### src/rtl/lat_mem_port_arbiter.sv
// lat_mem_port_arbiter: round-robin share of one latency-based memory port
// between two requesters. Registered command issue, write-hazard tracking so
// reads never see stale data, and a read tag pipeline that steers each result
// back to the requester that issued it.
// Optional: define LAT_MEM_ARB_STATS_EN to add grant/stall counters.
module lat_mem_port_arbiter #(
  parameter int DATA_WIDTH    = 8,
  parameter int ADDR_WIDTH    = 3,
  parameter int WRITE_LATENCY = 4,
  parameter int READ_LATENCY  = 2
) (
  input  logic                  i_clk,
  input  logic                  i_rst_n,
  input  logic                  i_valid0,
  input  logic                  i_valid1,
  input  logic                  i_we0,
  input  logic                  i_we1,
  input  logic [ADDR_WIDTH-1:0] i_addr0,
  input  logic [ADDR_WIDTH-1:0] i_addr1,
  input  logic [DATA_WIDTH-1:0] i_wdata0,
  input  logic [DATA_WIDTH-1:0] i_wdata1,
  output logic                  o_ready0,
  output logic                  o_ready1,
  output logic                  o_rvalid0,
  output logic                  o_rvalid1,
  output logic [DATA_WIDTH-1:0] o_rdata,
  output logic                  o_mem_en,
  output logic                  o_mem_we,
  output logic [ADDR_WIDTH-1:0] o_mem_addr,
  output logic [DATA_WIDTH-1:0] o_mem_din,
  input  logic [DATA_WIDTH-1:0] i_mem_dout,
  output logic                  o_busy
`ifdef LAT_MEM_ARB_STATS_EN
  ,
  output logic [15:0]           o_grant_cnt0,
  output logic [15:0]           o_grant_cnt1,
  output logic [15:0]           o_stall_cnt
`endif
);

  // Only the youngest WRITE_LATENCY-1 tracker entries need an address: the
  // oldest entry's write lands at the end of its cycle, before any read
  // granted in that cycle can reach the port.
  localparam int TRK_AW = (WRITE_LATENCY > 1) ? WRITE_LATENCY - 1 : 1;

  logic                                 rr_ptr;
  logic [WRITE_LATENCY-1:0]             trk_vld;
  logic [TRK_AW-1:0][ADDR_WIDTH-1:0]    trk_addr;
  logic [READ_LATENCY-1:0]              tag_vld;
  logic [READ_LATENCY-1:0]              tag_id;
  logic                                 mem_id;
  logic                                 hz0, hz1, elig0, elig1, gnt0, gnt1, gnt;
  logic                                 g_we;
  logic [ADDR_WIDTH-1:0]                g_addr;
  logic [DATA_WIDTH-1:0]                g_din;

  // Read hazard: uncommitted tracked write, or the other side presenting a
  // write to the same address this cycle (that write wins the slot).
  always_comb begin
    hz0 = i_valid1 && i_we1 && (i_addr1 == i_addr0);
    hz1 = i_valid0 && i_we0 && (i_addr0 == i_addr1);
    for (int i = 0; i < WRITE_LATENCY - 1; i++) begin
      if (trk_vld[i] && (trk_addr[i] == i_addr0)) hz0 = 1'b1;
      if (trk_vld[i] && (trk_addr[i] == i_addr1)) hz1 = 1'b1;
    end
    hz0 = hz0 && i_valid0 && !i_we0;
    hz1 = hz1 && i_valid1 && !i_we1;
  end

  // Round-robin grant among eligible requesters; nothing granted in reset.
  always_comb begin
    elig0  = i_rst_n && i_valid0 && !hz0;
    elig1  = i_rst_n && i_valid1 && !hz1;
    gnt0   = elig0 && (!elig1 || !rr_ptr);
    gnt1   = elig1 && (!elig0 || rr_ptr);
    gnt    = gnt0 || gnt1;
    g_we   = gnt1 ? i_we1    : i_we0;
    g_addr = gnt1 ? i_addr1  : i_addr0;
    g_din  = gnt1 ? i_wdata1 : i_wdata0;
  end

  assign o_ready0 = gnt0;
  assign o_ready1 = gnt1;

  // Pointer moves away from whoever was just served.
  always_ff @(posedge i_clk or negedge i_rst_n) begin
    if (!i_rst_n)  rr_ptr <= 1'b0;
    else if (gnt0) rr_ptr <= 1'b1;
    else if (gnt1) rr_ptr <= 1'b0;
  end

  // Registered memory command; addr/din hold when idle.
  always_ff @(posedge i_clk or negedge i_rst_n) begin
    if (!i_rst_n) begin
      o_mem_en   <= 1'b0;
      o_mem_we   <= 1'b0;
      o_mem_addr <= '0;
      o_mem_din  <= '0;
      mem_id     <= 1'b0;
    end else begin
      o_mem_en <= gnt;
      o_mem_we <= gnt && g_we;
      if (gnt) begin
        o_mem_addr <= g_addr;
        o_mem_din  <= g_din;
        mem_id     <= gnt1;
      end
    end
  end

  // Write tracker: entry 0 holds the write now at the port, then ages out.
  always_ff @(posedge i_clk or negedge i_rst_n) begin
    if (!i_rst_n) begin
      trk_vld  <= '0;
      trk_addr <= '0;
    end else begin
      trk_vld[0]  <= gnt && g_we;
      trk_addr[0] <= g_addr;
      for (int i = 1; i < WRITE_LATENCY; i++) trk_vld[i] <= trk_vld[i-1];
      for (int i = 1; i < TRK_AW; i++) trk_addr[i] <= trk_addr[i-1];
    end
  end

  // Read tag pipeline: tail lines up with i_mem_dout for that read.
  always_ff @(posedge i_clk or negedge i_rst_n) begin
    if (!i_rst_n) begin
      tag_vld <= '0;
      tag_id  <= '0;
    end else begin
      tag_vld[0] <= o_mem_en && !o_mem_we;
      tag_id[0]  <= mem_id;
      for (int i = 1; i < READ_LATENCY; i++) begin
        tag_vld[i] <= tag_vld[i-1];
        tag_id[i]  <= tag_id[i-1];
      end
    end
  end

  assign o_rvalid0 = tag_vld[READ_LATENCY-1] && !tag_id[READ_LATENCY-1];
  assign o_rvalid1 = tag_vld[READ_LATENCY-1] &&  tag_id[READ_LATENCY-1];
  assign o_rdata   = tag_vld[READ_LATENCY-1] ? i_mem_dout : '0;
  assign o_busy    = (|trk_vld) || (|tag_vld);

`ifdef LAT_MEM_ARB_STATS_EN
  // Saturating grant and hazard-stall counters.
  always_ff @(posedge i_clk or negedge i_rst_n) begin
    if (!i_rst_n) begin
      o_grant_cnt0 <= '0;
      o_grant_cnt1 <= '0;
      o_stall_cnt  <= '0;
    end else begin
      if (gnt0 && o_grant_cnt0 != 16'hFFFF) o_grant_cnt0 <= o_grant_cnt0 + 16'd1;
      if (gnt1 && o_grant_cnt1 != 16'hFFFF) o_grant_cnt1 <= o_grant_cnt1 + 16'd1;
      if ((hz0 || hz1) && o_stall_cnt != 16'hFFFF) o_stall_cnt <= o_stall_cnt + 16'd1;
    end
  end
`endif

endmodule

### config.mk
export PLATFORM = sky130hd
export DESIGN_NAME = lat_mem_port_arbiter
export DESIGN_NICKNAME = d
export VERILOG_FILES = /design/src/rtl/lat_mem_port_arbiter.sv
export SDC_FILE = /design/constraint.sdc
export NUM_CORES = 1
export LEC_CHECK = 0
export ABC_CLOCK_PERIOD_IN_PS = 2200
export BUFFER_PORTS_ARGS = -buffer_cell sky130_fd_sc_hd__buf_2
export CORE_UTILIZATION = 29
export CTS_CLUSTER_SIZE = 25
export DETAILED_ROUTE_END_ITERATION = 7
export PLACE_DENSITY = 0.56
export SYNTH_ARGS = -nofsm -noshare
export SYNTH_HDL_FRONTEND = slang
export SYNTH_SLANG_ARGS = --single-unit
### constraint.sdc
create_clock -name i_clk -period 2.2 [get_ports i_clk]
set_input_delay 0.44 -clock i_clk [delete_from_list [all_inputs] [get_ports i_clk]]
set_output_delay 0.44 -clock i_clk [all_outputs]
set_load 0.03 [all_outputs]
==> results of run 1 <==
[path summary, 6_finish.rpt]
check	endpoint	depth (start not counted)	slack, ns
worst min-delay path	trk_addr[8]$_DFF_PN0_	2	0.23
min in group i_clk	tag_id[1]$_DFF_PN0_	0	0.35
max in group asynchronous	tag_id[0]$_DFF_PN0_	2	1.68
worst max register to register	trk_addr[1]$_DFF_PN0_	8	0.13
worst min register to register	tag_id[1]$_DFF_PN0_	0	0.35
worst max-delay path	o_ready0	7	-0.18
[power breakdown]
part           internal (µW)  switching [µW]
Clock                    220             227
Sequential               646            54.3
Combinational            220             272
[logic make-up (layout without fill, tap and decap cells)]
kind of cell              Yosys count  after routing  synth area share (%)
muxes                               3              3                  2.18
DFF                                31             31                  50.2
buffers and inverters              15             96                  6.07
xor gates and xnor gates           21             21                  11.9
AOI/OAI and AO/OA                  18             18                  10.8
and+or+nand+nor                    44             44                  18.9
[layout by cell type (no fill, tap or decap)]
| master | count |
|---|---|
| a221o_1 | 11 |
| a2bb2oi_1 | 1 |
| o21ai_0 | 1 |
| nor2_1 | 1 |
| nand4b_1 | 1 |
| mux2_2 | 3 |
| a21oi_4 | 1 |
| nand4_1 | 6 |
| nand3_2 | 1 |
| inv_1 | 1 |
| or2_2 | 1 |
| clkinv_2 | 1 |
| buf_6 | 4 |
| o311a_1 | 1 |
| a41o_1 | 1 |
| xnor2_2 | 7 |
| nor2b_1 | 2 |
| a21o_1 | 1 |
| buf_4 | 22 |
| xnor2_1 | 14 |
| o21a_4 | 1 |
| and3_1 | 1 |
| or3_4 | 1 |
| buf_12 | 1 |
| nor4_1 | 1 |
| and2_1 | 10 |
| clkinvlp_4 | 2 |
| dfrtp_1 | 31 |
| nor4b_1 | 11 |
| buf_2 | 59 |
| clkbuf_8 | 5 |
| nand2_1 | 6 |
| and3_4 | 2 |
| inv_2 | 1 |
[critical path, stage by stage, from the launching register on]
cell	delay, ns
dfrtp_1	0.41
xnor2_1	0.15
nand4_1	0.13
a41o_1	0.26
and3_4	0.18
or3_4	0.33
inv_2	0.07
buf_6	0.12
[what timing repair did]
item,in CTS,in global routing
cloned,0,0
gates resized for setup,14,2
setup buffers,4,2
endpoints found under the setup margin,2,5
pin swaps,8,2
hold buffers,0,0
[flip-flops by register name (all words and copies together), names as in the netlist]
register and cells:
mem_id 1, o_mem_din 8, rr_ptr 1, tag_vld 2
trk_addr 9, o_mem_en 1, tag_id 2, trk_vld 4
o_mem_addr 3
[final cells by class]
class	instances	area [µm²]	area share [%]
Sequential cell	31	776	34.6
Multi-Input combinational cell	86	759	33.8
Timing Repair Buffer	86	526	23.4
Tap cell	70	87.6	3.90
Clock buffer	5	68.8	3.07
Clock inverter	3	20.0	0.892
Inverter	2	7.51	0.334
[per-layer routing]
| metal | track usage [%] | vias to the layer above | share of wire [%] |
|---|---|---|---|
| li1 | - | 640 | - |
| met1 | 19.8 | 634 | 47 |
| met2 | 24.8 | 59 | 44 |
| met3 | 4.82 | 5 | 7.5 |
| met4 | 4.40 | 0 | 0.64 |
| met5 | 0 | - | 0 |
[stage by stage]
stage                     setup TNS [ns]  power [µW]  util (%)  instances
final                             -0.283        1640      43.9        283
after global routing              -0.501        1730      43.9        283
after CTS                         -0.237        1650      43.7        282
after detailed placement          -0.871        1170      39.9        270
after global placement            -0.517        1170      39.9        270
after floorplan                        0        1000         -        132
==> results.cfg, run 1 <==
[sta]
clock_skew_ns = 0.00771
fmax_mhz = 420
fin_ws_ns = -0.182
rsz0062_at_grt = yes
slew-limit-headroom_pct = 73.9
maxSlewViolCount = 0
timing.final.crit_period_ns = 2.38
setup_viol_count_final = 2
hold_violations = 0
timing.hold.ws_ns = 0.232
max_slew.worst_pin.slew_ns = 0.392
part_of_the_cycle_the_worst_path_needs_pct = 108

[clock_network]
maximum_level_of_the_cts_h_tree = 2
clk_path_buf_depth = 2
clkSinkCount = 31
worstSkewPairLatency_ns = 0.28
cts_clk_pin_slew_worst_paths_ns = 0.07
tritoncts = built
clock-root-buffer = clkbuf_8
tritoncts.num_buffers = 5

[routing]
antenna_left = 0
routed_wire_length_um = 3920
drt-initial-drc-count = 29
route.detailed.vias_per_inst = 4.73
post_detailed_route_wirelength_per_cell_um = 13.9
route.vias.total = 1338
dr.pass1.iters = 4
post-route-drc-count = 0

[pwr]
vdd_ir_drop_max_uv = 346
total_leakage_power_uw = 0.00106
power.density_cell_area_nw_per_um2 = 730

[global_routing]
grt_util_all_layers_pct = 15.3
vias_in_the_first_global_route = 1281
grt_first_pass_wirelength_um = 6200
grt_max_degree = 32
overflow = 0
antenna_found_initial = 0

[synth]
syn-mean-instance-area_um2 = 11.7
yosys.area.top_type_share_pct = 50.2
most_common_cell_in_the_netlist = dfrtp_1
yosysWarningCount = 0
synth_area_um2 = 1550
yosys.area.top_type = dfrtp_1
yosysSeqAreaShare_pct = 50.2
postSynthCellCount = 132
synth.top_cells.by_area = dfrtp_1 50%, xnor2_1 12%, a221o_1 7.1%
synth_enable_flop_cells = 0
flop_and_latch_count_out_of_synthesis = 31
synth_commonest_cells = 31 x dfrtp_1, 21 x xnor2_1, 11 x a221o_1, 11 x nor4b_1, 10 x and2_1
synth_ff_type = dfrtp_1
postSynthNetCount = 168
postSynth.asyncResetShare_pct = 100
synth.distinct_cells = 27

[run]
cap_viol_max_count = 0

[die]
die_w_um = 75.0
io-pin-count = 62
floorplan.die_area_um2 = 5630
die-height_um = 75.0
placementRows = 26
start_util_pct = 30.3
fp.coreArea_um2 = 5110

[finish]
nFillCells = 504
ant_cells = 0
design.final.nets = 248
total_non_filler_cell_area_in_the_finished_layout_um2 = 2240
area_growth_syn_to_layout_pct = 45.1
ratio_of_cells_with_drive_above_1_in_the_final_layout_pct = 52.6

[place]
gp_congestion = 0.811
place_worst_setup_slack_ns = -0.172
numPortBuffers = 61
dpl.hpwl_um = 2910
place_area_um2 = 2040

[min_path]
hp-class = input pin to asynchronous set/reset pin

[worst_setup_path]
worst-setup-path-type = flop to output pin
cp_data_required_time_ns = 1.76
r2r-start = trk_addr[0]$_DFF_PN0_
timing.critical_path.from = trk_addr[0]$_DFF_PN0_
critPathLaunchType = flop
worstPathArrival_ns = 1.94
critPathMaxFanout = 3
worstSetupEndpointType = output pin

[run_status]
failed_checks = setup timing
outcome = finished, violations left
Power figures use the tool's default switching activity.
==> run 2, diff against run 1 <==
Settings changed: PLACE_DENSITY 0.56 to default.
==> results.cfg, run 2 (same netlist as run 1, synthesis figures left out) <==
[die]
die-height_um = 75.0
start_util_pct = 30.3
io-pin-count = 62
floorplan.die_area_um2 = 5630
placementRows = 26
fp.coreArea_um2 = 5110
die_w_um = 75.0

[pwr]
netSwitchingPower_uw = 520
swShare_pct = 32.1
p_seq_share_pct = 43.3
total_leakage_power_uw = 0.00104
power.density_cell_area_nw_per_um2 = 735
p_int_uw = 1100
vdd_ir_drop_max_uv = 337
power_uw = 1620
p_comb_share_pct = 29.2
clock_power_share_pct = 27.4

[place]
gp_congestion = 0.719
numPortBuffers = 61
place_worst_setup_slack_ns = -0.178
place_area_um2 = 2050
dp_cells = 270
dpl.hpwl_um = 2940

[finish]
largest_register_ffs = 9
ratio_of_cells_with_drive_above_1_in_the_final_layout_pct = 50.2
total_non_filler_cell_area_in_the_finished_layout_um2 = 2200
nFillCells = 490
design.final.nets = 247
regMostFlops = trk_addr
top_regs = trk_addr: 9 flops, o_mem_din: 8 flops, trk_vld: 4 flops
seq_area_um2 = 777
commonest_non_fill_non_tap_cells_in_the_layout = 59 x buf_2, 30 x dfrtp_1, 21 x buf_4
area_of_the_multi_input_gates_um2 = 717
area_growth_syn_to_layout_pct = 42.5
final_common_cell = buf_2
final_cells = 281
ant_cells = 0

[global_routing]
grt_use_met1_pct = 20.4
grt_util_all_layers_pct = 15.7
antenna_found_initial = 0
grt_max_degree = 26
globalRouteMet2Util_pct = 24.6
overflow = 0
met3_track_usage_gr_pct = 4.82
vias_in_the_first_global_route = 1348
grt.busiest_layer = met2
grt_first_pass_wirelength_um = 6330

[routing]
dr.pass1.iters = 4
drt-initial-drc-count = 57
post_detailed_route_wirelength_per_cell_um = 13.7
antenna_left = 0
route.vias.total = 1315
route.detailed.vias_per_inst = 4.68
post-route-drc-count = 0
routed_wire_length_um = 3850

[run]
cap_viol_max_count = 0

[sta]
maxSlewViolCount = 0
setup_viol_count_final = 4
part_of_the_cycle_the_worst_path_needs_pct = 106
setup-tns-final_ns = -0.289
rsz0062_at_grt = yes
fmax_mhz = 428
slew-limit-headroom_pct = 79.4
timing.final.crit_period_ns = 2.34
max_slew.worst_pin.slew_ns = 0.308
clock_skew_ns = 0.00436
hold_violations = 0
fin_ws_ns = -0.136

[worst_setup_path]
critPathBufInv = 3
critPathMaxFanout = 3
worstSetupEndpointType = output pin
crit_path_cell_trace = buf_4 -> xnor2_1 -> nand4_1 -> and3_1 -> a21oi_2 -> or3_4 -> inv_2 -> buf_6
r2r.worst_path.cells = 9
crit_path_max_incr_delay_ns = 0.42
worstPathArrival_ns = 1.90
critPathLaunchType = flop
worst-setup-path-type = flop to output pin
cp_data_required_time_ns = 1.76
cp_num_cells = 8
critPathSlowestCell = dfrtp_1
worst-r2r-setup-slack_ns = -0.01
critPathTopFamily = simple AND/OR/NAND/NOR gates

[clock_network]
tritoncts = built
clkSinkCount = 31
tritoncts.num_buffers = 5
clock-root-buffer = clkbuf_8
maximum_level_of_the_cts_h_tree = 2
worstSkewPairLatency_ns = 0.28
clk_path_buf_depth = 2
cts_clk_pin_slew_worst_paths_ns = 0.06

[run_status]
failed_checks = setup timing
outcome = finished, violations left

[min_path]
hp-class = input pin to asynchronous set/reset pin
==> run 2: area by class of cell <==
cell class,count,area share [%]
clock buffer,6,3.75
clock inverter,1,0.227
inverter,2,0.341
multi-input combinational,86,32.5
sequential,31,35.3
tap,70,3.98
timing repair buffer,85,23.9
==> run 2: repair_timing <==
| action | 4_1_cts | 5_1_grt |
|---|---|---|
| endpoints found under the setup margin | 2 | 5 |
| pin swaps | 7 | 3 |
| resized for setup | 6 | 3 |
| hold buffers | 0 | 0 |
| setup buffers | 2 | 2 |
==> run 2: final timing paths <==
path                                        from                  endpoint
hold reg to reg              tag_id[0]$_DFF_PN0_       tag_id[1]$_DFF_PN0_
max in group asynchronous                i_rst_n     trk_addr[4]$_DFF_PN0_
hold / removal                           i_rst_n        o_mem_en$_DFF_PN0_
min in group i_clk           tag_id[0]$_DFF_PN0_       tag_id[1]$_DFF_PN0_
setup / recovery           trk_addr[3]$_DFF_PN0_                  o_ready0
setup reg to reg           trk_addr[3]$_DFF_PN0_  o_mem_din[2]$_DFFE_PN0P_
==> run 2: layer usage <==
layer,share of wire [%],up-vias
li1,-,634
met1,46,604
met2,44,69
met3,8.5,8
met4,1.6,0
met5,0,-
==> run 2: worst register-to-register path, stage by stage, from the launching register on <==
cell and delay [ns]:
dfrtp_1 0.42, buf_4 0.16, xnor2_1 0.12, nand4_1 0.08, and3_1 0.19, a21oi_2 0.08, o311a_1 0.40, buf_4 0.16
buf_4 0.14, a221o_1 0.35
==> run 2: power by group through the flow <==
stage | clock network, µW | logic, µW | registers, µW
2_1_floorplan | 0 | 223 | 777
3_3_place_gp | 0 | 456 | 710
3_5_place_dp | 0 | 458 | 709
4_1_cts | 465 | 471 | 702
5_1_grt | 487 | 515 | 712
6_report | 445 | 474 | 702
==> run 2: stage by stage <==
step	hold WS, ns	utilization [%]
finish	0.115	43.1
global route	0.123	43.1
CTS	0.109	42.6
detailed placement	0.336	40.2
global placement	0.337	40.2
floorplan	0.144	-
